$ cat src/rtl/eth_tx_framer.sv
// Ethernet transmit framer: adds preamble/SFD, pads short frames and appends an optional FCS,
// then holds an inter-frame gap. The FCS path is compiled in only when ETH_TX_FCS_EN is defined.
module eth_tx_framer #(
    parameter int unsigned IFG_CYCLES = 12,
    parameter int unsigned MIN_FRAME  = 60
) (
    input  logic       logic_clk,
    input  logic       logic_rst,
    input  logic [7:0] net_tdata_in,
    input  logic       net_tvalid_in,
    output logic       net_tready_out,
    input  logic       net_tlast_in,
    output logic [7:0] mac_tdata_out,
    output logic       mac_tvalid_out,
    input  logic       mac_tready_in,
    output logic       mac_tlast_out
);

    typedef enum logic [2:0] {
        StIdle,
        StPreamble,
        StData,
        StPad,
        StFcs,
        StIfg
    } state_e;

    localparam logic [10:0] MinFrame = 11'(MIN_FRAME);
    localparam logic [15:0] IfgLast  = (IFG_CYCLES > 0) ? 16'(IFG_CYCLES - 1) : 16'd0;

    state_e      state_q, state_d;
    state_e      end_state;
    state_e      body_done_state;
    logic [10:0] cnt_q, cnt_d, cnt_inc;
    logic [2:0]  idx_q, idx_d;
    logic [15:0] ifg_q, ifg_d;
    logic        out_hs;

`ifdef ETH_TX_FCS_EN
    logic [31:0] crc_q, crc_d;
    logic [31:0] crc_fcs;

    function automatic logic [31:0] crc_next(input logic [31:0] crc, input logic [7:0] data);
        logic [31:0] c;
        c = crc ^ {24'd0, data};
        for (int i = 0; i < 8; i++) begin
            c = c[0] ? ((c >> 1) ^ 32'hEDB8_8320) : (c >> 1);
        end
        return c;
    endfunction

    assign crc_fcs = ~crc_q;
`endif

    always_comb begin
        // Defaults: everything idle, state registers hold, gap counter parked at zero.
        state_d        = state_q;
        cnt_d          = cnt_q;
        idx_d          = idx_q;
        ifg_d          = '0;
        net_tready_out = 1'b0;
        mac_tdata_out  = 8'h00;
        mac_tvalid_out = 1'b0;
        mac_tlast_out  = 1'b0;
`ifdef ETH_TX_FCS_EN
        crc_d          = crc_q;
`endif

        cnt_inc   = (cnt_q == 11'h7FF) ? cnt_q : cnt_q + 11'd1;
        end_state = (IFG_CYCLES != 0) ? StIfg : StIdle;
`ifdef ETH_TX_FCS_EN
        body_done_state = StFcs;
`else
        body_done_state = end_state;
`endif

        unique case (state_q)
            StIdle: begin
                if (net_tvalid_in) begin
                    state_d = StPreamble;
                    cnt_d   = '0;
                    idx_d   = '0;
`ifdef ETH_TX_FCS_EN
                    crc_d   = 32'hFFFF_FFFF;
`endif
                end
            end
            StPreamble: begin
                mac_tvalid_out = 1'b1;
                mac_tdata_out  = (idx_q == 3'd7) ? 8'hD5 : 8'h55;
            end
            StData: begin
                mac_tdata_out  = net_tdata_in;
                mac_tvalid_out = net_tvalid_in;
                net_tready_out = mac_tready_in;
`ifndef ETH_TX_FCS_EN
                mac_tlast_out  = net_tvalid_in && net_tlast_in && (cnt_inc >= MinFrame);
`endif
            end
            StPad: begin
                mac_tvalid_out = 1'b1;
`ifndef ETH_TX_FCS_EN
                mac_tlast_out  = (cnt_inc >= MinFrame);
`endif
            end
            StFcs: begin
`ifdef ETH_TX_FCS_EN
                mac_tvalid_out = 1'b1;
                mac_tdata_out  = crc_fcs[{idx_q[1:0], 3'b000} +: 8];
                mac_tlast_out  = (idx_q[1:0] == 2'd3);
`endif
            end
            StIfg: begin
                // A frame already waiting skips the IDLE cycle so the gap is exactly IFG_CYCLES.
                if (ifg_q == IfgLast) begin
                    if (net_tvalid_in) begin
                        state_d = StPreamble;
                        cnt_d   = '0;
                        idx_d   = '0;
`ifdef ETH_TX_FCS_EN
                        crc_d   = 32'hFFFF_FFFF;
`endif
                    end else begin
                        state_d = StIdle;
                    end
                end else begin
                    ifg_d = ifg_q + 16'd1;
                end
            end
            default: state_d = StIdle;
        endcase

        out_hs = mac_tvalid_out && mac_tready_in;

        if (out_hs) begin
            unique case (state_q)
                StPreamble: begin
                    if (idx_q == 3'd7) begin
                        state_d = StData;
                        idx_d   = '0;
                    end else begin
                        idx_d = idx_q + 3'd1;
                    end
                end
                StData: begin
                    cnt_d = cnt_inc;
`ifdef ETH_TX_FCS_EN
                    crc_d = crc_next(crc_q, net_tdata_in);
`endif
                    if (net_tlast_in) begin
                        state_d = (cnt_inc < MinFrame) ? StPad : body_done_state;
                        idx_d   = '0;
                    end
                end
                StPad: begin
                    cnt_d = cnt_inc;
`ifdef ETH_TX_FCS_EN
                    crc_d = crc_next(crc_q, 8'h00);
`endif
                    if (cnt_inc >= MinFrame) begin
                        state_d = body_done_state;
                        idx_d   = '0;
                    end
                end
                StFcs: begin
                    if (idx_q[1:0] == 2'd3) begin
                        state_d = end_state;
                        idx_d   = '0;
                    end else begin
                        idx_d = idx_q + 3'd1;
                    end
                end
                default: ;
            endcase
        end
    end

    always_ff @(posedge logic_clk) begin
        if (logic_rst) begin
            state_q <= StIdle;
            cnt_q   <= '0;
            idx_q   <= '0;
            ifg_q   <= '0;
`ifdef ETH_TX_FCS_EN
            crc_q   <= 32'hFFFF_FFFF;
`endif
        end else begin
            state_q <= state_d;
            cnt_q   <= cnt_d;
            idx_q   <= idx_d;
            ifg_q   <= ifg_d;
`ifdef ETH_TX_FCS_EN
            crc_q   <= crc_d;
`endif
        end
    end

endmodule

$ cat config.mk
export PLATFORM = sky130hd
export DESIGN_NAME = eth_tx_framer
export DESIGN_NICKNAME = d
export VERILOG_FILES = /design/src/rtl/eth_tx_framer.sv
export SDC_FILE = /design/constraint.sdc
export NUM_CORES = 1
export LEC_CHECK = 0
export CAP_MARGIN = 20
export CORE_ASPECT_RATIO = 0.5
export CORE_MARGIN = 5
export CORE_UTILIZATION = 25
export CTS_CLUSTER_SIZE = 8
export DETAILED_ROUTE_END_ITERATION = 6
export MAX_ROUTING_LAYER = met4
export PLACE_DENSITY = 0.42
export SLEW_MARGIN = 20
export SYNTH_ARGS = -nofsm -noshare
export SYNTH_HDL_FRONTEND = slang
export SYNTH_SLANG_ARGS = --single-unit
$ cat constraint.sdc
create_clock -name logic_clk -period 2.1 [get_ports logic_clk]
set_input_delay 0.315 -clock logic_clk [delete_from_list [all_inputs] [get_ports logic_clk]]
set_output_delay 0.315 -clock logic_clk [all_outputs]
set_load 0.03 [all_outputs]
==> impl_metrics.toml, run 1 <==
[run_status]
status = "complete, but fails checks"
violations = "setup timing"

[yosys]
syn_inst = 264
async_reset_ff_share_pct = 0
synth_cell_types = 46
syn_area_per_cell_um2 = 7.564
yosys_warnings = 0
yosysSeqAreaShare_pct = 33.08
synth_edf_count = 0
ys_ff_latch = 33
synthesis.area_um2 = 1997
synth_flop_cell = "dfxtp_1"
syn-num-nets = 282

[routing]
drt_iter0_markers = 156
route.detailed.drc = 0
wl_mm = 5.785
postRouteAntennaNets = 0
vias = 2095
drtPass1Iterations = 4
wl_per_cell_um = 13.45
via_per_inst = 4.872

[floorplanning]
dieArea_um2 = 9983
start_util_pct = 25.33
io_pins = 24
num_rows = 23
die_w_um = 136.4
die_y_um = 73.20
core_um2 = 7885

[setup_path]
r2r_slack_ns = 0.05
endpoint = "mac_tlast_out"
cp.arrival_ns = 1.90
cp_max_fo = 6
reg2reg_to = "idx_q[0]"
crit_start = "cnt_q[3]"
worst_setup_path_end_kind = "primary output"
rr_worst_depth = 9
r2r-start = "cnt_q[1]"
critPathLaunchType = "register"
worstPathRequired_ns = 1.78
crit_type = "register to primary output"

[grt]
busiest_layer = "met2"
grt_remaining_overflow = 0
grt_usage_pct = 12.18
grtUsageMet2_pct = 18.63
grt_max_degree = 17
antenna_found_initial = 0
met3_usage_pct = 2.824
grt_pass1_wl_mm = 9.370
grtUsageMet1_pct = 16.01
grt_pass1_vias = 1928

[power]
p_leak_uw = 0.001069
combinationalPowerShare_pct = 12.0
p_sw_uw = 409.1
switching_share_pct = 23.86
total_power_uw = 1715
p_int_uw = 1306
p_clk_share_pct = 51.1
pwr-share-seq_pct = 36.9
cellPowerDensity_nw_per_um2 = 601.1
ir_drop_mv = 0.2704

[timing]
whs_ns = 0.4887
tightest_slew_ns = 0.3969
maxSlewHeadroom_pct = 72.85
setup_viol = 1
finClkSkew_ns = 0.004105
rsz0062_at_grt = "yes"
fin_crit_sh_pct = 105.6
hold_viol_final = 0
period_needed_ns = 2.217
fmax_mhz = 451.1
final_max_slew_viol_count = 0
fin_ws_ns = -0.1167

[place]
dpl.hpwl_mm = 4.317
place_area_um2 = 2537
io_buffers = 23
gp_congestion = 0.8352

[clock_network]
cts_hold_buf = 0
clkSlewWorstSetupHoldPaths_ns = 0.05
cts_inserted_buffers = 5
cts.sinks = 33
tritoncts = "built"
cts-root-buf = "clkbuf_16"
htreeDepth = 2
clk_path_buf_depth = 2
worstSkewPairLatency_ns = 0.28

[layout]
final_cell_mix = "buf_4, nor2_1, dfxtp_1"
final_common_cell = "buf_4"
fin_nets = 335
final-seq-area_um2 = 676.9
finish.utilization_pct = 36.18
multi_input_area_um2 = 1356
final_layout_size_suffix_gt1_share_pct = 24.21
n_antenna_cell = 0
final_area_um2 = 2853
fillCellCount = 836
area_delta_synth_final_pct = 42.86

[job]
max_cap_viol_count = 0

[hold_path]
hold_class = "register to register"
## Yosys cell counts, drive strengths merged, types with 6 or more instances
cell type / number / area share, %
o21ai: 15 / 3.8
nor2: 35 / 6.6
nand4: 6 / 1.9
nor2b: 8 / 2.5
xnor2: 6 / 2.6
and2: 6 / 1.9
nand3: 10 / 2.5
clkbuf: 7 / 1.4
dfxtp: 33 / 33
xor2: 8 / 3.5
nand2: 25 / 4.7
nand2b: 6 / 1.9
inv: 8 / 1.5
a21oi: 22 / 5.5
and3: 9 / 2.8
## kinds of logic (layout without fill, tap and decap cells)
logic type	after synthesis	count (layout)	synth area share, %
AND/OR/NAND/NOR	125	125	31.71
AO/OA/AOI/OAI	68	68	21.93
flip-flops	33	33	33.08
buffers and inverters	19	73	4.010
XOR/XNOR	14	14	6.140
adder cells (fa/ha/maj)	5	5	3.133
## per-layer routing
| metal | up-vias | share of wire [%] |
|---|---|---|
| met5 | - | 0 |
| met4 | 0 | 1.1 |
| met3 | 7 | 5.1 |
| met2 | 59 | 43 |
| met1 | 972 | 51 |
| li1 | 1057 | - |
## state kept, by name (all words and copies together) (netlist names)
name and flops:
ifg_q 16, cnt_q 11, idx_q 3, state_q 3
## timing repair
action | 4_1_cts | 5_1_grt
buffers inserted | 4 | 2
setup endpoints to repair | 4 | 5
resized for setup | 26 | 10
endpoints found under the hold margin | 0 | 0
pin swaps | 10 | 10
## how the worst min path moves through the flow
| stage | start | endpoint | slack, ns | cells past startpoint |
|---|---|---|---|---|
| after floorplan | ifg_q[0] | ifg_q[0] | 0.43 | 1 |
| after global placement | idx_q[0] | idx_q[0] | 0.48 | 2 |
| after detailed placement | idx_q[0] | idx_q[0] | 0.49 | 2 |
| after CTS | idx_q[0] | idx_q[0] | 0.50 | 2 |
| after global routing | cnt_q[4] | cnt_q[4] | 0.51 | 1 |
| final | idx_q[0] | idx_q[0] | 0.49 | 2 |
## area by class of cell
class	count	area share, %
multi-input combinational	212	47.54
sequential	33	23.73
timing repair buffer	57	16.58
tap	112	4.912
clock buffer	6	4.868
clock inverter	2	1.316
inverter	8	1.053
## critical path, cell delays in order (launching register included)
cell and delay (ns):
dfxtp_2 0.37, nand4_1 0.22, or3_4 0.39, o211ai_1 0.11, a211oi_2 0.09, a211oi_4 0.27
buf_6 0.16
## power groups by stage
| stage | registers (uW) | logic [uW] | clock network [uW] |
|---|---|---|---|
| finish | 633 | 206 | 876 |
| global route | 633 | 223 | 928 |
| CTS | 637 | 201 | 904 |
| detailed placement | 650 | 205 | 0 |
| global placement | 650 | 205 | 0 |
| floorplan | 649 | 115 | 0 |
## through the flow
step	std cells	setup TNS (ns)	worst slack [ns]
floorplan	264	0	0.02077
global placement	418	0	0.05088
detailed placement	418	-0.01232	-0.01232
CTS	428	-0.1202	-0.1202
global route	430	-0.2701	-0.1998
finish	430	-0.1167	-0.1167
(Power assumes the default switching activity.)
==> run 2, diff against run 1 <==
==> constraint.sdc (replaced) <==
create_clock -name logic_clk -period 2.3 [get_ports logic_clk]
set_input_delay 0.345 -clock logic_clk [delete_from_list [all_inputs] [get_ports logic_clk]]
set_output_delay 0.345 -clock logic_clk [all_outputs]
set_load 0.03 [all_outputs]
==> run 2 against run 1 <==
  * The flow now finishes without violations
  * Die area unchanged
  * Sequential cell count unchanged
  * Count of clock-buffer cells in the layout unchanged
  * Final area down 6.4%
  * Worst setup slack better by 0.18 ns
  * Combinational power down 9.7%
  * Non-clock buffer count down 16
  * Global-route usage down 0.28 points
  * First-iteration DRC count up 13%
  * Critical path depth unchanged
  * Largest cell class unchanged
  * Highest routed layer unchanged
==> impl_metrics.toml, run 2 (synthesis gave the netlist of run 1 again) <==
[clock_network]
cts.sinks = 33
cts-root-buf = "clkbuf_16"
cts_setup_buffers = 0
clkSlewWorstSetupHoldPaths_ns = 0.06
htreeDepth = 2
worstSkewPairLatency_ns = 0.27
cts_hold_buf = 0
tritoncts = "built"
clk_path_buf_depth = 2
cts_inserted_buffers = 5

[timing]
maxSlewHeadroom_pct = 67.87
fin_setup_tns_ns = 0
setup_viol = 0
period_needed_ns = 2.240
finClkSkew_ns = 0.005193
fmax_mhz = 446.5
rsz0062_at_grt = "yes"
fin_ws_ns = 0.06034
hold_viol_final = 0
fin_crit_sh_pct = 97.38
final_max_slew_viol_count = 0
tightest_slew_ns = 0.4819

[layout]
final_common_cell = "nor2_1"
multi_input_area_um2 = 1300
largest_reg_flops = 16
fillCellCount = 856
n_antenna_cell = 0
final-seq-area_um2 = 676.9
fin_nets = 319
reg.largest.list = "ifg_q x16, cnt_q x11"
final_cell_mix = "nor2_1, dfxtp_1, nand2_1"
area_delta_synth_final_pct = 33.77
final_layout_size_suffix_gt1_share_pct = 17.22
top_register = "ifg_q"

[grt]
grt_usage_pct = 11.90
grt_pass1_vias = 1882
grt_max_degree = 18
grt_remaining_overflow = 0
antenna_found_initial = 0
grt_pass1_wl_mm = 9.356

[setup_path]
crit_type = "register to primary output"
critPathLaunchType = "register"
worst_setup_path_end_kind = "primary output"
cp_max_fo = 8
worstPathRequired_ns = 1.96
cp.arrival_ns = 1.89

[routing]
vias = 2020
drtPass1Iterations = 4
route.detailed.drc = 0
drt_iter0_markers = 176
wl_mm = 5.680
postRouteAntennaNets = 0
via_per_inst = 4.879
wl_per_cell_um = 13.72

[place]
io_buffers = 23
dpl.hpwl_mm = 4.217
gp_congestion = 0.8806
place_ws_ns = 0.05336

[power]
total_power_uw = 1556
ir_drop_mv = 0.2821
p_int_uw = 1195
cellPowerDensity_nw_per_um2 = 582.5
p_clk_share_pct = 50.7
p_leak_uw = 0.0009690
pwr-share-seq_pct = 37.3
p_sw_uw = 361.3
switching_share_pct = 23.22
combinationalPowerShare_pct = 12.0

[floorplanning]
num_rows = 23
core_um2 = 7885
die_y_um = 73.20
die_w_um = 136.4
dieArea_um2 = 9983
io_pins = 24
start_util_pct = 25.33

[hold_path]
hold_class = "register to register"

[run_status]
status = "completed"

[job]
max_cap_viol_count = 0
## run 2: cell count changes in the layout (fill, tap and decap cells not counted), sizes merged
| cell | before | now |
|---|---|---|
| clkdlybuf4s50 | 12 | 17 |
| dlygate4sd2 | 3 | 0 |
| buf | 42 | 23 |
| clkbuf | 6 | 7 |
## run 2: metrics by stage
| step | hold slack (ns) | util [%] | std cells | area, um^2 |
|---|---|---|---|---|
| 2_1_floorplan | 0.4261 | - | 264 | 2002 |
| 4_1_cts | 0.4714 | 33.47 | 414 | 2639 |
| 3_3_place_gp | 0.4423 | 31.01 | 406 | 2445 |
| 5_1_grt | 0.4979 | 33.88 | 414 | 2671 |
| 3_5_place_dp | 0.4577 | 31.01 | 406 | 2445 |
| 6_report | 0.4661 | 33.88 | 414 | 2671 |
## run 2: critical path, stage by stage, from the launching register on
cell      delay, ns
dfxtp_2        0.40
nand3_2        0.14
nor4_1         0.29
o21ai_1        0.15
a211oi_2       0.34
a211oi_2       0.12
buf_4          0.18
## run 2: layout make-up
cell class	count	area share (%)
clock buffers	6	5.199
clock inverters	2	1.405
multi-input cells	212	48.67
well taps	112	5.246
inverters	8	1.124
flip-flops and latches	33	25.34
repair buffers	41	13.02
## run 2: path summary, 6_finish.rpt
check                               from            end  slack [ns]  depth (start not counted)
worst min register to register  ifg_q[0]       ifg_q[0]        0.47                          1
worst max register to register  ifg_q[0]       idx_q[2]        0.14                          7
worst max-delay path            cnt_q[2]  mac_tlast_out        0.06                          6
worst min-delay path            ifg_q[0]       ifg_q[0]        0.47                          1
## run 2: routing by layer
layer  global-route usage, %  up-vias  wire (um)
met1                   16.61      947       2974
met2                   18.03       45       2400
met3                   2.066        4        256
met4                   2.682        0         48
met5                       -        -          0
li1                        -     1024          -
## run 2: power groups by stage
stage                     Combinational, uW  Clock (uW)  Sequential (uW)
after floorplan                         104           0              592
after global placement                  187           0              595
after detailed placement                186           0              595
after CTS                               187         814              584
after global routing                    203         835              581
final                                   186         789              581
## run 2: what timing repair did
item                       4_1_cts  5_1_grt
setup endpoints to repair        6        2
pin swaps                        0        7
resized for setup                7       17
